File: src/rtl/coprocessor_pio_responder.sv
// -----------------------------------------------------------------------------
// coprocessor_pio_responder
//
// FPGA-side responder for the HPS-to-coprocessor PIO link. Detects a rising
// request bit on the instruction PIO and latches the opcode and payload. It
// issues the instruction to the matrix core with a valid/ready handshake and
// waits for the core's completion pulse. The result, or an error code, is then
// presented on the data-out / ready-signal PIOs until the ARM drops its request.
// A watchdog aborts an instruction that does not complete in time.
//
// Ports
//   i_clk            system clock (shared with the HPS PIO domain)
//   i_reset          synchronous, active-high reset
//   i_instr_in       [31] req, [30:28] opcode, [27:0] payload
//   o_data_out       result word or error code (1 reserved, 2 timeout, 3 core)
//   o_ready_signals  [0] done, [1] error
//   o_cop_valid      instruction valid to the core
//   o_cop_opcode     latched opcode
//   o_cop_payload    latched payload
//   i_cop_ready      core accepts the instruction
//   i_cop_done       single-cycle completion pulse
//   i_cop_error      qualifies i_cop_done as a failure
//   i_cop_result     result word, valid with i_cop_done
//   o_cop_abort      single-cycle pulse: core must drop the current instruction
// -----------------------------------------------------------------------------
module coprocessor_pio_responder #(
    parameter int TIMEOUT_CYCLES = 1000000,
    parameter int CNT_W          = 20
) (
    input  logic        i_clk,
    input  logic        i_reset,
    input  logic [31:0] i_instr_in,
    output logic [31:0] o_data_out,
    output logic [1:0]  o_ready_signals,
    output logic        o_cop_valid,
    output logic [2:0]  o_cop_opcode,
    output logic [27:0] o_cop_payload,
    input  logic        i_cop_ready,
    input  logic        i_cop_done,
    input  logic        i_cop_error,
    input  logic [31:0] i_cop_result,
    output logic        o_cop_abort
);

    typedef enum logic [2:0] {
        S_IDLE,
        S_ISSUE,
        S_WAIT,
        S_DONE,
        S_ERR
    } state_t;

    localparam logic [CNT_W-1:0] CNT_LAST     = CNT_W'(TIMEOUT_CYCLES - 1);
    localparam logic [2:0]       OP_RESERVED  = 3'b111;
    localparam logic [31:0]      ERR_RESERVED = 32'h0000_0001;
    localparam logic [31:0]      ERR_TIMEOUT  = 32'h0000_0002;
    localparam logic [31:0]      ERR_CORE     = 32'h0000_0003;

    state_t            r_state;
    logic              r_req_prev;
    logic [CNT_W-1:0]  r_cnt;
    logic [31:0]       r_data_out;
    logic [1:0]        r_ready;
    logic              r_valid;
    logic [2:0]        r_opcode;
    logic [27:0]       r_payload;
    logic              r_abort;

    state_t            w_state_next;
    logic [CNT_W-1:0]  w_cnt_next;
    logic [31:0]       w_data_next;
    logic [1:0]        w_ready_next;
    logic              w_valid_next;
    logic [2:0]        w_opcode_next;
    logic [27:0]       w_payload_next;
    logic              w_abort_next;

    logic              w_req;
    logic              w_accept;
    logic              w_expired;

    assign w_req     = i_instr_in[31];
    // Only a genuine 0->1 edge seen while idle starts an instruction.
    assign w_accept  = w_req && !r_req_prev && (r_state == S_IDLE);
    assign w_expired = (r_cnt == CNT_LAST);

    always_comb begin
        w_state_next   = r_state;
        w_cnt_next     = r_cnt;
        w_data_next    = r_data_out;
        w_ready_next   = r_ready;
        w_valid_next   = r_valid;
        w_opcode_next  = r_opcode;
        w_payload_next = r_payload;
        w_abort_next   = 1'b0;

        case (r_state)
            S_IDLE: begin
                w_ready_next = 2'b00;
                w_valid_next = 1'b0;
                if (w_accept) begin
                    w_opcode_next  = i_instr_in[30:28];
                    w_payload_next = i_instr_in[27:0];
                    w_cnt_next     = '0;
                    if (i_instr_in[30:28] == OP_RESERVED) begin
                        w_state_next = S_ERR;
                        w_data_next  = ERR_RESERVED;
                        w_ready_next = 2'b10;
                    end else begin
                        w_state_next = S_ISSUE;
                        w_valid_next = 1'b1;
                    end
                end
            end

            S_ISSUE: begin
                w_cnt_next = r_cnt + 1'b1;
                // Completion pulses are meaningless before the handshake, so
                // the watchdog is the only competitor to cop_ready here.
                if (w_expired) begin
                    w_state_next = S_ERR;
                    w_valid_next = 1'b0;
                    w_abort_next = 1'b1;
                    w_data_next  = ERR_TIMEOUT;
                    w_ready_next = 2'b10;
                end else if (i_cop_ready) begin
                    w_state_next = S_WAIT;
                    w_valid_next = 1'b0;
                end
            end

            S_WAIT: begin
                w_cnt_next = r_cnt + 1'b1;
                // A completion on the expiry cycle still counts.
                if (i_cop_done) begin
                    if (i_cop_error) begin
                        w_state_next = S_ERR;
                        w_data_next  = ERR_CORE;
                        w_ready_next = 2'b10;
                    end else begin
                        w_state_next = S_DONE;
                        w_data_next  = i_cop_result;
                        w_ready_next = 2'b01;
                    end
                end else if (w_expired) begin
                    w_state_next = S_ERR;
                    w_abort_next = 1'b1;
                    w_data_next  = ERR_TIMEOUT;
                    w_ready_next = 2'b10;
                end
            end

            S_DONE, S_ERR: begin
                // data_out is left holding the last result/code.
                if (!w_req) begin
                    w_state_next = S_IDLE;
                    w_ready_next = 2'b00;
                end
            end

            default: begin
                w_state_next = S_IDLE;
                w_ready_next = 2'b00;
                w_valid_next = 1'b0;
            end
        endcase
    end

    always_ff @(posedge i_clk) begin
        if (i_reset) begin
            r_state    <= S_IDLE;
            r_req_prev <= 1'b1;   // a req held through reset must drop first
            r_cnt      <= '0;
            r_data_out <= '0;
            r_ready    <= 2'b00;
            r_valid    <= 1'b0;
            r_opcode   <= '0;
            r_payload  <= '0;
            r_abort    <= 1'b0;
        end else begin
            r_state    <= w_state_next;
            r_req_prev <= w_req;
            r_cnt      <= w_cnt_next;
            r_data_out <= w_data_next;
            r_ready    <= w_ready_next;
            r_valid    <= w_valid_next;
            r_opcode   <= w_opcode_next;
            r_payload  <= w_payload_next;
            r_abort    <= w_abort_next;
        end
    end

    assign o_data_out      = r_data_out;
    assign o_ready_signals = r_ready;
    assign o_cop_valid     = r_valid;
    assign o_cop_opcode    = r_opcode;
    assign o_cop_payload   = r_payload;
    assign o_cop_abort     = r_abort;

endmodule
File: config.mk
export PLATFORM = sky130hd
export DESIGN_NAME = coprocessor_pio_responder
export DESIGN_NICKNAME = d
export VERILOG_FILES = /design/src/rtl/coprocessor_pio_responder.sv
export SDC_FILE = /design/constraint.sdc
export NUM_CORES = 1
export LEC_CHECK = 0
export CAP_MARGIN = 0
export CORE_UTILIZATION = 45
export CTS_BUF_LIST = sky130_fd_sc_hd__clkbuf_4 sky130_fd_sc_hd__clkbuf_8
export DETAILED_ROUTE_END_ITERATION = 10
export PLACE_DENSITY = 0.82
export SKIP_LAST_GASP = 1
export SYNTH_ARGS = -nofsm -noshare
export SYNTH_HDL_FRONTEND = slang
export SYNTH_SLANG_ARGS = --single-unit
File: constraint.sdc
create_clock -name i_clk -period 2.4 [get_ports i_clk]
set_input_delay 0.24 -clock i_clk [delete_from_list [all_inputs] [get_ports i_clk]]
set_output_delay 0.24 -clock i_clk [all_outputs]
set_load 0.01 [all_outputs]
==> results.json, run 1 <==
{
  "p_leak_nw": 1.80,
  "synth_common_cells": "dfxtp_1, nand2_1, a21oi_1",
  "clk_pin_slew_worst_paths_ps": 90,
  "fillers": 638,
  "start_util": 0.463,
  "gp_congestion": 0.906,
  "io_pins": 136,
  "dp_hpwl_mm": 6.56,
  "hold_path_depth": 3,
  "rows": 32,
  "cts_resized": 0,
  "synth_cells": 402,
  "cts_tree": "done",
  "antenna_found_initial": 0,
  "cts_root_buffer": "clkbuf_8",
  "grt_max_degree": 32,
  "worst-r2r-cell-count": 6,
  "synth.avg_cell_area_sq_um": 8.85,
  "wl_per_cell_microns": 14.1,
  "coreArea_sq_um": 7690,
  "nets": 603,
  "synth.area.top_cells": "dfxtp_1, nand2_1, a22o_1, a21oi_1, xnor2_1",
  "muxShareOfSynthArea": 0.00281,
  "rsz0062_at_grt": "no",
  "clk_latency_ps": 350,
  "track_usage": 0.223,
  "hp-class": "input port to flop",
  "critPathRequiredTime_ps": 2640,
  "synth_simple_gate_area_frac": 0.220,
  "synth-xor-area-share": 0.0418,
  "vias_per_cell": 5.23,
  "fin_tns_setup_ps": 0,
  "async_flop_share": 0,
  "max_slew_margin": 0.627,
  "htree_levels": 3,
  "die_y_microns": 90.9,
  "post-route-min-period_ps": 2200,
  "post-route-period-util": 0.915,
  "clock_sinks": 91,
  "fin_ws_ps": 203,
  "synth_compound_area_frac": 0.189,
  "max_freq_mhz": 455,
  "grt_overflow": 0,
  "netlist_area_sq_um": 3560,
  "setup_viol": 0,
  "drc": 0,
  "ys.flop_type": "dfxtp_1",
  "drive_above_1_share": 0.0632,
  "worstMarginPinSlew_ps": 557,
  "dieArea_sq_um": 8270,
  "drtAntennaViolNets": 0,
  "irDropWorstVdd_mv": 0.374,
  "syn-num-nets": 472,
  "synth_top_family_by_area": "simple AND/OR/NAND/NOR gates",
  "grt_pass1_wl_mm": 15.0,
  "yosysMostFrequentCell": "dfxtp_1",
  "seq_area_sq_um": 1820,
  "numCtsBuffers": 9,
  "seq_area_frac_synth": 0.512,
  "area_growth_pct": 47.3,
  "multi_input_area_sq_um": 1640,
  "cp_max_fo": 6,
  "slew_viol_final": 0,
  "die_width_microns": 90.9,
  "ys_warn_count": 0,
  "crit_type": "flop to flop",
  "cp-end-kind": "flop",
  "place.port_buffers": 135,
  "drtIter0Drc": 155,
  "synth_cell_types": 49,
  "postCtsSetupBuffers": 0,
  "clockBufferDepth": 2,
  "synth_edf_count": 0,
  "skew_ps": 14.6,
  "status": "complete, no violations",
  "powerDensity_nw_per_um2": 720,
  "synth_top_area_cell": "dfxtp_1",
  "arrival_ps": 2430,
  "finalWirelength_mm": 9.05,
  "hold_violations": 0,
  "synth_fa_ha_area_frac": 0.00351,
  "startpoint_type": "flop",
  "grt_pass1_vias": 3222,
  "pre_cts_ws_ps": 212,
  "cap_viol_max_count": 0,
  "vias": 3346,
  "synth-seq-cells": 91,
  "first_pass_iters": 4,
  "synth_top_area_share": 0.512,
  "cts-hold-fix-buffers": 0,
  "diodes": 0
}
## flip-flops by register name, indices dropped and copies added, names as in the netlist, 2 cells and up
name             cells
r_cnt               20
o_ready_signals      2
r_state              3
o_cop_opcode         3
o_cop_payload       28
o_data_out          32
## final cells by class
cell class | instances | area share
multi-input combinational | 282 | 0.312
tap | 102 | 0.0243
sequential | 91 | 0.347
inverter | 4 | 0.00286
clock inverter | 6 | 0.0136
timing repair buffer | 145 | 0.274
clock buffer | 10 | 0.0251
## per-layer routing
metal  GRT usage  wire, microns  vias up
met1       0.273           3930     1531
met4      0.0807            142        0
li1            -              -     1670
met3      0.0427            608       12
met5           0              0        -
met2       0.391           4370      133
## per-stage QoR
step	instances	hold WS, ps	power, mW	cell area (sq um)	util
floorplan	402	347	2.30	3560	-
global placement	624	442	2.75	5040	0.656
detailed placement	624	446	2.76	5040	0.656
CTS	640	411	3.80	5240	0.682
global route	640	427	3.99	5240	0.682
finish	640	426	3.78	5240	0.682
## power breakdown
part	switching [mW]	internal, mW	total, mW
logic	0.524	0.494	1.02
registers	0.105	1.61	1.72
clock network	0.539	0.502	1.04
total	1.17	2.61	3.78
## path summary, 6_finish.rpt
| kind | from | slack, ps | to |
|---|---|---|---|
| worst max-delay path | r_cnt[0] | 200 | o_cop_valid |
| worst min-delay path | i_instr_in[26] | 430 | o_cop_payload[26] |
| worst max register to register | r_cnt[0] | 200 | o_cop_valid |
| worst min register to register | o_cop_payload[4] | 460 | o_cop_payload[4] |
## kinds of logic (layout without fill, tap and decap cells)
| logic type | count (synthesis) | in the layout |
|---|---|---|
| and+or+nand+nor | 164 | 164 |
| muxes | 1 | 1 |
| DFF | 91 | 91 |
| buffers and inverters | 29 | 165 |
| adders and majority gates | 1 | 1 |
| xor gates and xnor gates | 17 | 17 |
| AOI/OAI and AO/OA | 99 | 99 |
## critical path, cell delays in order, from the launching register on
cell,delay (ps)
dfxtp_1,420
ha_1,210
nand3_1,150
or4_4,570
or2_0,350
a221oi_2,270
o32ai_1,110
## cell usage in the layout (no fill, tap or decap), types with 2 or more instances in the layout
cell type	instances
nand4_1	4
o211ai_1	2
o22ai_1	2
inv_1	4
buf_4	9
nand2_1	75
a31oi_1	2
nor3b_1	3
a21oi_1	42
inv_6	2
and3_1	2
o21ai_0	5
o21ai_1	2
or4_1	2
clkbuf_8	9
clkinvlp_4	2
nand3_1	9
nor4b_1	2
and4_1	2
clkdlybuf4s50_1	135
xnor2_1	14
nor2_1	25
nand2b_1	11
a22o_1	30
nor3_1	9
a211oi_1	2
nor2b_1	3
nor4_1	4
or3_1	3
xor2_1	3
dfxtp_1	91
Power figures use the tool's default switching activity.
==> run 2: changes to the inputs <==
--- a/config.mk
+++ b/config.mk
@@ -14,3 +14,4 @@
 export SYNTH_ARGS = -nofsm -noshare
 export SYNTH_HDL_FRONTEND = slang
 export SYNTH_SLANG_ARGS = --single-unit
+export TNS_END_PERCENT = 10
==> results of run 2 <==
Same layout as run 1: the final DEF is identical, and so are final timing and power.
